--- src/rtl/digit_scan_ctrl.sv ---
// digit_scan_ctrl: time-multiplexed 4-digit display scan controller.
// Drives the 2-bit scan index (I1, I0) into a one-hot digit-select decoder and
// presents the nibble and decimal point of the active digit. Each digit slot
// begins with a blanking dead-time. Display data is latched once per frame.
// Optional feature: define LEADING_ZERO_BLANK_EN to suppress leading zero digits.
module digit_scan_ctrl #(
  parameter int CLK_DIV  = 1000,
  parameter int DEAD_CYC = 4
) (
  input  logic        clk,
  input  logic        rst_n,
  input  logic        en,
  input  logic [15:0] digits_in,
  input  logic [3:0]  dp_in,
  output logic        I1,
  output logic        I0,
  output logic        sel_valid,
  output logic [3:0]  nibble_out,
  output logic        dp_out,
  output logic        frame_tick
);

  localparam logic [15:0] DEAD_LAST = 16'(DEAD_CYC - 1);
  localparam logic [15:0] SHOW_LAST = 16'(CLK_DIV - DEAD_CYC - 1);

  typedef enum logic [1:0] {
    IDLE,
    DEAD,
    SHOW
  } state_t;

  state_t      state_q, state_d;
  logic [15:0] cnt_q, cnt_d;
  logic [1:0]  idx_q, idx_d;
  logic        enter_dead;
  logic        latch_now;
  logic [15:0] lat_dig_q;
  logic [3:0]  lat_dp_q;
  logic [15:0] src_dig;
  logic [3:0]  src_dp;
  logic [3:0]  nib_next;
  logic        dp_next;
  logic [3:0]  nib_q;
  logic        dp_q;
  logic        show_blank;

  // Next-state logic: slot counter, scan index and DEAD-entry detection.
  always_comb begin
    state_d    = state_q;
    cnt_d      = cnt_q + 16'd1;
    idx_d      = idx_q;
    enter_dead = 1'b0;
    if (!en) begin
      state_d = IDLE;
      cnt_d   = '0;
      idx_d   = '0;
    end else begin
      unique case (state_q)
        IDLE: begin
          state_d    = DEAD;
          cnt_d      = '0;
          idx_d      = '0;
          enter_dead = 1'b1;
        end
        DEAD: begin
          if (cnt_q == DEAD_LAST) begin
            state_d = SHOW;
            cnt_d   = '0;
          end
        end
        SHOW: begin
          if (cnt_q == SHOW_LAST) begin
            state_d    = DEAD;
            cnt_d      = '0;
            idx_d      = idx_q + 2'd1;
            enter_dead = 1'b1;
          end
        end
        default: begin
          state_d = IDLE;
          cnt_d   = '0;
          idx_d   = '0;
        end
      endcase
    end
  end

  // A new frame begins whenever a slot for digit 0 is entered; fresh inputs
  // are forwarded straight to the output registers on that same edge.
  assign latch_now = enter_dead && (idx_d == 2'd0);
  assign src_dig   = latch_now ? digits_in : lat_dig_q;
  assign src_dp    = latch_now ? dp_in : lat_dp_q;
  assign nib_next  = src_dig[{idx_d, 2'b00} +: 4];
  assign dp_next   = src_dp[idx_d];

`ifdef LEADING_ZERO_BLANK_EN
  // A digit is suppressed when it and every higher digit of the frame are zero.
  always_comb begin
    show_blank = 1'b0;
    unique case (idx_q)
      2'd3:    show_blank = (lat_dig_q[15:12] == 4'd0);
      2'd2:    show_blank = (lat_dig_q[15:8] == 8'd0);
      2'd1:    show_blank = (lat_dig_q[15:4] == 12'd0);
      default: show_blank = 1'b0;
    endcase
  end
`else
  assign show_blank = 1'b0;
`endif

  // State, counter, index, frame latch and per-slot output registers.
  always_ff @(posedge clk) begin
    if (!rst_n) begin
      state_q   <= IDLE;
      cnt_q     <= '0;
      idx_q     <= '0;
      lat_dig_q <= '0;
      lat_dp_q  <= '0;
      nib_q     <= '0;
      dp_q      <= 1'b0;
    end else begin
      state_q <= state_d;
      cnt_q   <= cnt_d;
      idx_q   <= idx_d;
      if (latch_now) begin
        lat_dig_q <= digits_in;
        lat_dp_q  <= dp_in;
      end
      if (enter_dead) begin
        nib_q <= nib_next;
        dp_q  <= dp_next;
      end else if (state_d == IDLE) begin
        nib_q <= '0;
        dp_q  <= 1'b0;
      end
    end
  end

  // The index only moves on DEAD entry, so it is stable whenever sel_valid=1.
  assign I1         = idx_q[1];
  assign I0         = idx_q[0];
  assign sel_valid  = (state_q == SHOW) && !show_blank;
  assign nibble_out = nib_q;
  assign dp_out     = dp_q;
  assign frame_tick = (state_q == SHOW) && (idx_q == 2'd3) && (cnt_q == SHOW_LAST);

endmodule

--- config.mk ---
export PLATFORM = sky130hd
export DESIGN_NAME = digit_scan_ctrl
export DESIGN_NICKNAME = d
export VERILOG_FILES = /design/src/rtl/digit_scan_ctrl.sv
export SDC_FILE = /design/constraint.sdc
export NUM_CORES = 1
export LEC_CHECK = 0
export CAP_MARGIN = 25
export CORE_MARGIN = 10
export CORE_UTILIZATION = 57
export DETAILED_ROUTE_END_ITERATION = 16
export PLACE_DENSITY = 0.92
export SYNTH_ARGS = -nofsm -noshare
export SYNTH_HDL_FRONTEND = slang
export SYNTH_SLANG_ARGS = --single-unit
--- constraint.sdc ---
create_clock -name clk -period 4.87 [get_ports clk]
set_input_delay 0.974 -clock clk [delete_from_list [all_inputs] [get_ports clk]]
set_output_delay 0.974 -clock clk [all_outputs]
set_load 0.03 [all_outputs]
After elaboration in Yosys (flattened, before gate mapping)
Cells that the tools add are included.
- logic and storage cells: 45
- input port bits: 23
- bits in registers: 45
- output and inout port bits: 9
- reductions and logical operators: 8
- add/sub/neg operators: 2
- muxes and demuxes: 21
- shift-type cells: 1
- magnitude comparators: 1
- equal/unequal tests: 5
- operator list (operator ; number):
    two-way mux 16 bit ; 3
    case mux 16 bit (2 select lines) ; 1
    adder 16 x 1 -> 16 bit (second input constant) ; 1
    equality test 16 x 10 -> 1 bit (second input constant) ; 1
    equality test 16 x 2 -> 1 bit (second input constant) ; 1
    variable part select 16 x 5 -> 4 bit ; 1
    two-way mux 4 bit ; 3
    two-way mux 2 bit ; 5
    zero test 2 bit ; 3
    case mux 2 bit (3 select lines) ; 1
    two-way mux 1 bit ; 5
    equality test 2 bit (second input constant) ; 2
    case mux 2 bit (2 select lines) ; 1
    logical AND 1 bit ; 3
    less-than comparator 2 x 3 -> 1 bit (second input constant) ; 1
    adder 2 x 1 -> 2 bit (second input constant) ; 1
    binary-select mux 1 bit (select 2 bit) ; 1
    equality test 2 x 1 -> 1 bit (second input constant) ; 1
    case mux 1 bit (2 select lines) ; 1
    AND reduction 2 bit ; 1
    nonzero test 2 bit ; 1

Depth between registers and ports, before layout
Gate-level depths: netlist of run 1.
- depth in word-level cells: 10
- gate-level depth with buffers: 9
- mapped depth without buffers: 8

Least setup slack after synthesis of run 1
Ideal clock, no wire load.
- kind: register to output
- start point: register cnt_q[0]
- end point: output frame_tick
- slack: 2307 ps
- required time: 3896 ps
- data arrival time: 1589 ps
- buffers on the path: 0
- cell stages (with the launch flop): 5
- path through: dfxtp_1 -> ha_1 -> or4b_4 -> nor4_1 -> and3_1
- cells in the longest elaborated chain, start to end: 2
- RTL lines (what ; line ; RTL):
    start, declared ; 33 ; logic [15:0] cnt_q, cnt_d;
    start signal, assigned ; 123 ; cnt_q <= cnt_d;
    equality test 16 x 10 -> 1 bit ; 145 ; assign frame_tick = (state_q == SHOW) && (idx_q == 2'd3) && (cnt_q == SHOW_LAST);
    logical AND 1 bit ; 145 ;
    end, declared ; 20 ; output logic frame_tick
No other way between the ends.

Worst setup path in the final report of run 1
Same ends and word-level chain as after synthesis.

==> reports/results.md, run 1 <==
| Parameter | Value |
|---|---|
| Placeable core region | 3420 µm² |
| Critical path cell sequence | ha_1, or4b_4, nor4_1, and3_1, clkdlybuf4s50_1 |
| Number of flops mapped to enable cells by yosys | 0 |
| Slowest stage cell, crit path | clkdlybuf4s50_1 |
| Number of vias in the routed layout | 1717 |
| Sw power | 156 µW |
| Clock group share of total power | 0.390 |
| Worst EP arrival | 2.59 ns |
| Total count of hold-check failures in the final report | 0 |
| Outcome | finished, final reports clean |
| Post-route minimum period | 3.57 ns |
| Internal power component | 543 µW |
| Starting density of the core | 0.602 |
| Cell Area, Synth | 2060 µm² |
| Switching share of power | 0.223 |
| Fraction of synthesized cell area taken by the top area cell type | 0.399 |
| Number of DRC markers after the initial detailed-route iteration | 216 |
| Worst Skew | 0.00771 ns |
| Clk buf depth | 2 |
| Final routed DRC violation total | 0 |
| Post-Syn Area per Cell | 8.90 µm² |
| Cell class contributing the biggest share of worst-path delay | simple AND/OR/NAND/NOR gates |
| Number of synthesized register bits | 41 |
| Yosys warning total | 0 |
| Post-synth cell types | 40 |
| First-pass GRT wire length | 7850 µm |
| Final sum of negative setup slack | 0 ns |
| TritonCTS clock tree | yes |
| Share of the clock period used by the worst path after layout | 0.733 |
| H-Tree Level Count | 2 |
| Worst R2R End | lat_dig_q[9] |
| Crit Reg-Reg Startpoint | cnt_q[0] |
| Count of final max-slew check failures | 0 |
| Top flip-flop cell by instance count after synthesis | dfxtp_1 |
| Vias in the first global route | 1663 |
| Start point of the worst min-delay path | lat_dig_q[14] |
| Clock transition at the registers of the reported paths | 0.12 ns |
| Number of detailed-routing iterations run before antenna repair | 4 |
| Highest net fanout along the worst path | 4 |
| Critical path buffer and inverter count | 1 |
| Util after Layout | 0.727 |
| HP Class | reg2reg |
| Seq pwr share | 0.507 |
| Antenna Diode Count | 0 |
| Top achievable clock speed | 0.280 GHz |
| Worst IR Drop VDD | 0.162 mV |
| Standby leakage power | 0.000913 µW |
| Share of synthesized area occupied by flip-flops and latches | 0.399 |
| Post-synth net total | 260 |
| Number of inserted filler cells in the final layout | 243 |
| Detail-routed via count per cell | 5.56 |
| Maximum number of pins on one net before global-route repair | 37 |
| CP Data Required Time | 3.90 ns |
| Setup violators final | 0 |
| Startpoint class of the critical path | flip-flop |
| Worst path max stage delay | 0.67 ns |
| Post-synthesis cell count | 231 |
| Width of the chip | 80.1 µm |
| Average wire per cell in the routed design | 15.4 µm |
| HPWL after detailed placement | 3360 µm |
| Number of buffers added on ports | 31 |
| Endpoint class of the critical path | primary output |
| Type of the worst setup path | reg2out |
| GR Overflow Total | 0 |
| Top post-synthesis cells by area | dfxtp_1, mux2i_1, nand2_1, nor2_1, ha_1 |
| Initial antenna violation count | 0 |
| Total global-route track usage | 0.153 |
| Setup slack of the worst register-to-register path | 1.45 ns |
| Slew at the pin closest to its max-slew limit | 0.672 ns |
| Share of flip-flops with an asynchronous set or reset after synthesis | 0 |
| Net count reported at finish | 291 |
| FP Rows | 21 |
| Logic depth of the worst register-to-register path | 8 |
| Synth-to-layout area growth | 20.8% |
| Hold EP | lat_dig_q[14] |
| Logic gate share of total power | 0.103 |
| Area of the die | 6410 µm² |
| # hold bufs at CTS | 0 |
| Clock network latency to the later pin of the worst-skew pair | 0.36 ns |
| Cell type with the highest aggregate area in the netlist | dfxtp_1 |
| Resized cells post-CTS | 0 |
| Number of maximum-capacitance violations | 0 |
| Layout cells sized above 1 | 0.0684 |
| Gp weighted congestion | 0.871 |
| Root Driver | clkbuf_4 |
| Clk sinks | 41 |
| Number of primary I/O pins | 32 |
| Final ANT Viol Nets | 0 |
| Total power per unit cell area | 281 nW/µm² |
| TritonCTS Buffers | 5 |
| RSZ-0062 raised after global routing | no |
| Number of stages on the worst hold path | 2 |
| Buffer count from post-CTS setup fixing | 0 |
| Total detailed-routing wirelength | 4750 µm |
| Headroom to the max-slew limit | 0.549 |
| Most frequent standard cell in the layout excluding fill and tap cells | nand2_1 |
| Commonest cells after routing, fill and taps aside | nand2_1, dfxtp_1, clkdlybuf4s50_1 |
| Vertical extent of the die | 80.1 µm |
==> routing by layer <==
metal  vias up  track usage  wire length [µm]
met4         0       0.0845                93
met3         9       0.0468               413
met5         -            0                 0
li1        868            -                 -
met2        63        0.238              2230
met1       777        0.183              2010
==> Yosys cell counts (3+ instances only) <==
| cell | number |
|---|---|
| nand4_1 | 4 |
| clkbuf_1 | 5 |
| o21ai_0 | 3 |
| nand3_1 | 13 |
| o221ai_1 | 4 |
| nand2_1 | 42 |
| buf_6 | 3 |
| inv_1 | 7 |
| nor2_1 | 22 |
| mux2i_1 | 28 |
| and3_1 | 7 |
| xor2_1 | 7 |
| nor3_1 | 4 |
| xnor2_1 | 7 |
| dfxtp_1 | 41 |
| ha_1 | 6 |
==> flip-flops by register name, summed over array words and instances (netlist names) <==
signal      cells
state_q         2
cnt_q          16
dp_out          1
nibble_out      4
idx_q           2
lat_dig_q      13
lat_dp_q        3
==> kinds of logic after synthesis <==
group,share of synthesized area
XOR/XNOR,0.0596
adder cells (fa/ha/maj),0.0365
AO/OA/AOI/OAI,0.0584
multiplexers,0.136
AND/OR/NAND/NOR,0.269
flip-flops,0.399
buffers and inverters,0.0408
==> power groups by stage <==
stage	clock, µW	sequential, µW	combinational [µW]
after floorplan	0	364	38.9
after global placement	0	361	69.0
after CTS	274	354	72.1
after detailed placement	0	362	70.7
final	273	355	71.8
after global routing	289	356	78.5
==> area by class of cell <==
cell class                 instances  area, µm²  share of cell area
timing repair buffer              33        325               0.131
multi-input combinational        174       1150               0.464
sequential                        41        821               0.330
clock buffer                       5       37.5              0.0151
clock inverter                     3       65.1              0.0262
inverter                           7       26.3              0.0106
tap                               46       57.6              0.0232
==> per-stage QoR <==
stage / setup WS [ns] / cells / hold WS (ns) / power, µW / cell area (µm²)
floorplan: 2.31 / 231 / 0.426 / 402 / 2060
detailed placement: 1.22 / 301 / 0.452 / 432 / 2380
global placement: 1.35 / 301 / 0.439 / 430 / 2380
finish: 1.30 / 309 / 0.469 / 699 / 2480
global route: 1.13 / 309 / 0.487 / 723 / 2480
CTS: 1.28 / 309 / 0.474 / 701 / 2480
==> worst max path at each step <==
stage | startpoint | endpoint | cells past startpoint
5_1_grt | cnt_q[0] | frame_tick | 5
3_3_place_gp | en | lat_dig_q[12] | 8
3_5_place_dp | en | lat_dig_q[9] | 8
4_1_cts | cnt_q[0] | frame_tick | 5
2_1_floorplan | cnt_q[0] | frame_tick | 4
6_report | cnt_q[0] | frame_tick | 5
==> worst register-to-register path, stage by stage (launching register included) <==
cell	delay [ns]
dfxtp_1	0.40
ha_1	0.22
or4b_4	0.52
nor4_4	0.43
mux2i_1	0.31
nand2_2	0.26
nor3_2	0.65
buf_4	0.34
mux2i_1	0.23
(Power assumes the default switching activity.)
==> run 2, diff against run 1 <==
--- a/config.mk
+++ b/config.mk
@@ -7,9 +7,9 @@
 export LEC_CHECK = 0
 export CAP_MARGIN = 25
 export CORE_MARGIN = 10
-export CORE_UTILIZATION = 57
+export CORE_UTILIZATION = 48
 export DETAILED_ROUTE_END_ITERATION = 16
-export PLACE_DENSITY = 0.92
+export PLACE_DENSITY = 0.83
 export SYNTH_ARGS = -nofsm -noshare
 export SYNTH_HDL_FRONTEND = slang
 export SYNTH_SLANG_ARGS = --single-unit
==> constraint.sdc (replaced) <==
create_clock -name clk -period 3.2 [get_ports clk]
set_input_delay 0.64 -clock clk [delete_from_list [all_inputs] [get_ports clk]]
set_output_delay 0.64 -clock clk [all_outputs]
set_load 0.03 [all_outputs]
==> reports/results.md, run 2 (same netlist as run 1, synthesis figures left out) <==
| Parameter | Value | Change |
|---|---|---|
| Outcome | finished, final reports clean |  |
| Endpoint class of the critical path | flip-flop |  |
| Pre-CTS setup slack | 0.382 ns | -0.837 ns |
| Worst R2R End | lat_dig_q[7] |  |
| GR Util met1 | 0.142 | -0.0407 |
| H-Tree Level Count | 2 | unchanged |
| Final ANT Viol Nets | 0 | unchanged |
| Total global-route track usage | 0.119 | -0.0336 |
| Starting density of the core | 0.503 | -0.0988 |
| HP Class | reg2reg |  |
| Setup violators final | 0 | unchanged |
| Number of maximum-capacitance violations | 0 | unchanged |
| Vertical extent of the die | 85.5 µm | +6.7% |
| # hold bufs at CTS | 0 | unchanged |
| Area of the die | 7300 µm² | +14% |
| CP Data Required Time | 3.39 ns | -0.51 ns |
| Root Driver | clkbuf_8 |  |
| Antenna Diode Count | 0 | unchanged |
| Crit Reg-Reg Startpoint | cnt_q[0] |  |
| Layout cells sized above 1 | 0.0684 | unchanged |
| Number of buffers added on ports | 31 | unchanged |
| Net count reported at finish | 293 | +0.69% |
| Detail-routed via count per cell | 5.30 | -4.6% |
| Number of DRC markers after the initial detailed-route iteration | 104 | -52% |
| Clk sinks | 41 | unchanged |
| GR Overflow Total | 0 | unchanged |
| Worst setup endpoint | lat_dig_q[7] |  |
| Most used routing layer in global routing | met2 |  |
| Clock network latency to the later pin of the worst-skew pair | 0.28 ns | -0.08 ns |
| Synth-to-layout area growth | 20.5% |  |
| Commonest cells after routing, fill and taps aside | nand2_1, dfxtp_1, clkdlybuf4s50_1 |  |
| TritonCTS clock tree | yes |  |
| Startpoint class of the critical path | flip-flop |  |
| Total detailed-routing wirelength | 4280 µm | -10% |
| Worst Skew | 0.00440 ns | -0.00331 ns |
| Top achievable clock speed | 0.355 GHz |  |
| Number of vias in the routed layout | 1659 | -3.4% |
| TritonCTS Buffers | 5 | unchanged |
| Worst Setup Slack, final | 0.381 ns | -0.921 ns |
| Area taken by multi-input logic gates | 1150 µm² | unchanged |
| Met3 demand-to-capacity share in global routing | 0.0459 | -0.000881 |
| Setup slack of the worst register-to-register path | 0.38 ns | -1.07 ns |
| Post-route minimum period | 2.82 ns |  |
| Worst IR Drop VDD | 0.229 mV | +41% |
| Total power per unit cell area | 382 nW/µm² | +36% |
| Vias in the first global route | 1622 | -2.5% |
| RSZ-0062 raised after global routing | no |  |
| Number of primary I/O pins | 32 | unchanged |
| Headroom to the max-slew limit | 0.589 | +0.0395 |
| Number of inserted filler cells in the final layout | 374 | +54% |
| Slew at the pin closest to its max-slew limit | 0.615 ns | -0.0573 ns |
| Most frequent standard cell in the layout excluding fill and tap cells | nand2_1 |  |
| Largest Register | cnt_q |  |
| Start point of the critical path | cnt_q[0] |  |
| Number of flip-flops under the largest register name | 16 | unchanged |
| Worst EP arrival | 3.01 ns | +0.42 ns |
| FP Rows | 23 | +9.5% |
| First-pass GRT wire length | 7340 µm | -6.5% |
| Final routed DRC violation total | 0 | unchanged |
| Combined flip-flop and latch cell area | 821 µm² | unchanged |
| Util after Layout | 0.607 | -0.121 |
| Number of detailed-routing iterations run before antenna repair | 4 | unchanged |
| Gp weighted congestion | 0.802 | -7.8% |
| Share of the clock period used by the worst path after layout | 0.881 |  |
| Type of the worst setup path | reg2reg |  |
| Placeable core region | 4090 µm² | +20% |
| Standby leakage power | 0.000927 µW | +1.5% |
| HPWL after detailed placement | 3290 µm | -2.1% |
| Highest net fanout along the worst path | 9 | +5 |
| Initial antenna violation count | 0 | unchanged |
| Total count of hold-check failures in the final report | 0 | unchanged |
| Count of final max-slew check failures | 0 | unchanged |
| Clock transition at the registers of the reported paths | 0.07 ns | -0.05 ns |
| Start point of the worst min-delay path | lat_dig_q[0] |  |
| Met2 Usage GRT | 0.191 | -0.0461 |
| Clk buf depth | 2 | unchanged |
| Final sum of negative setup slack | 0 ns | unchanged |
| Average wire per cell in the routed design | 13.7 µm | -11% |
| Logic depth of the worst register-to-register path | 8 | unchanged |
| Maximum number of pins on one net before global-route repair | 33 | -11% |
| Width of the chip | 85.5 µm | +6.7% |
-- run 2: changes by cell type in the layout (fill, tap and decap cells not counted) --
cell	delta
clkbuf_4	-5
clkbuf_8	+5
buf_4	+2
bufinv_16	-2
clkdlybuf4s50_1	-1
dlymetal6s2s_1	+1
-- run 2: routing by layer --
layer	share of wire	up-vias
li1	-	861
met1	0.45	767
met2	0.48	27
met3	0.050	4
met4	0.011	0
met5	0	-
-- run 2: layout make-up --
cell class              instances  share of cell area
clock buffers                   5              0.0278
clock inverters                 1             0.00202
inverters                       7              0.0106
multi-input cells             174               0.465
flip-flops and latches         41               0.331
well taps                      50              0.0252
repair buffers                 35               0.138
-- run 2: timing repair --
action | CTS | global route
gates resized for setup | 0 | 1
setup buffers | 0 | 0
setup endpoints to repair | 0 | 1
-- run 2: power by group --
part           leakage, µW  internal [µW]  switching [µW]
combinational     0.000553           57.4            52.1
clock            0.0000399            143             156
sequential        0.000334            528            10.3
-- run 2: how the worst min path moves through the flow --
stage | end | slack [ns] | cells past startpoint
floorplan | cnt_q[0] | 0.43 | 1
global placement | cnt_q[0] | 0.44 | 1
detailed placement | lat_dig_q[0] | 0.45 | 2
CTS | lat_dig_q[0] | 0.46 | 2
global route | lat_dig_q[8] | 0.49 | 2
finish | lat_dig_q[0] | 0.46 | 2
-- run 2: critical path, cell delays in order, from the launching register on --
cell and delay (ns):
dfxtp_1 0.37, ha_1 0.21, or4b_4 0.52, nor4_4 0.42
mux2i_1 0.32, nand2_2 0.17, nor3_2 0.24, buf_4 0.24
mux2i_1 0.25
-- run 2: through the flow --
stage,std cells,hold slack [ns],instance area (µm²),power (µW)
after floorplan,231,0.426,2060,613
after global placement,307,0.440,2400,657
after detailed placement,307,0.447,2400,660
after CTS,313,0.459,2480,959
after global routing,313,0.490,2480,992
final,313,0.456,2480,947
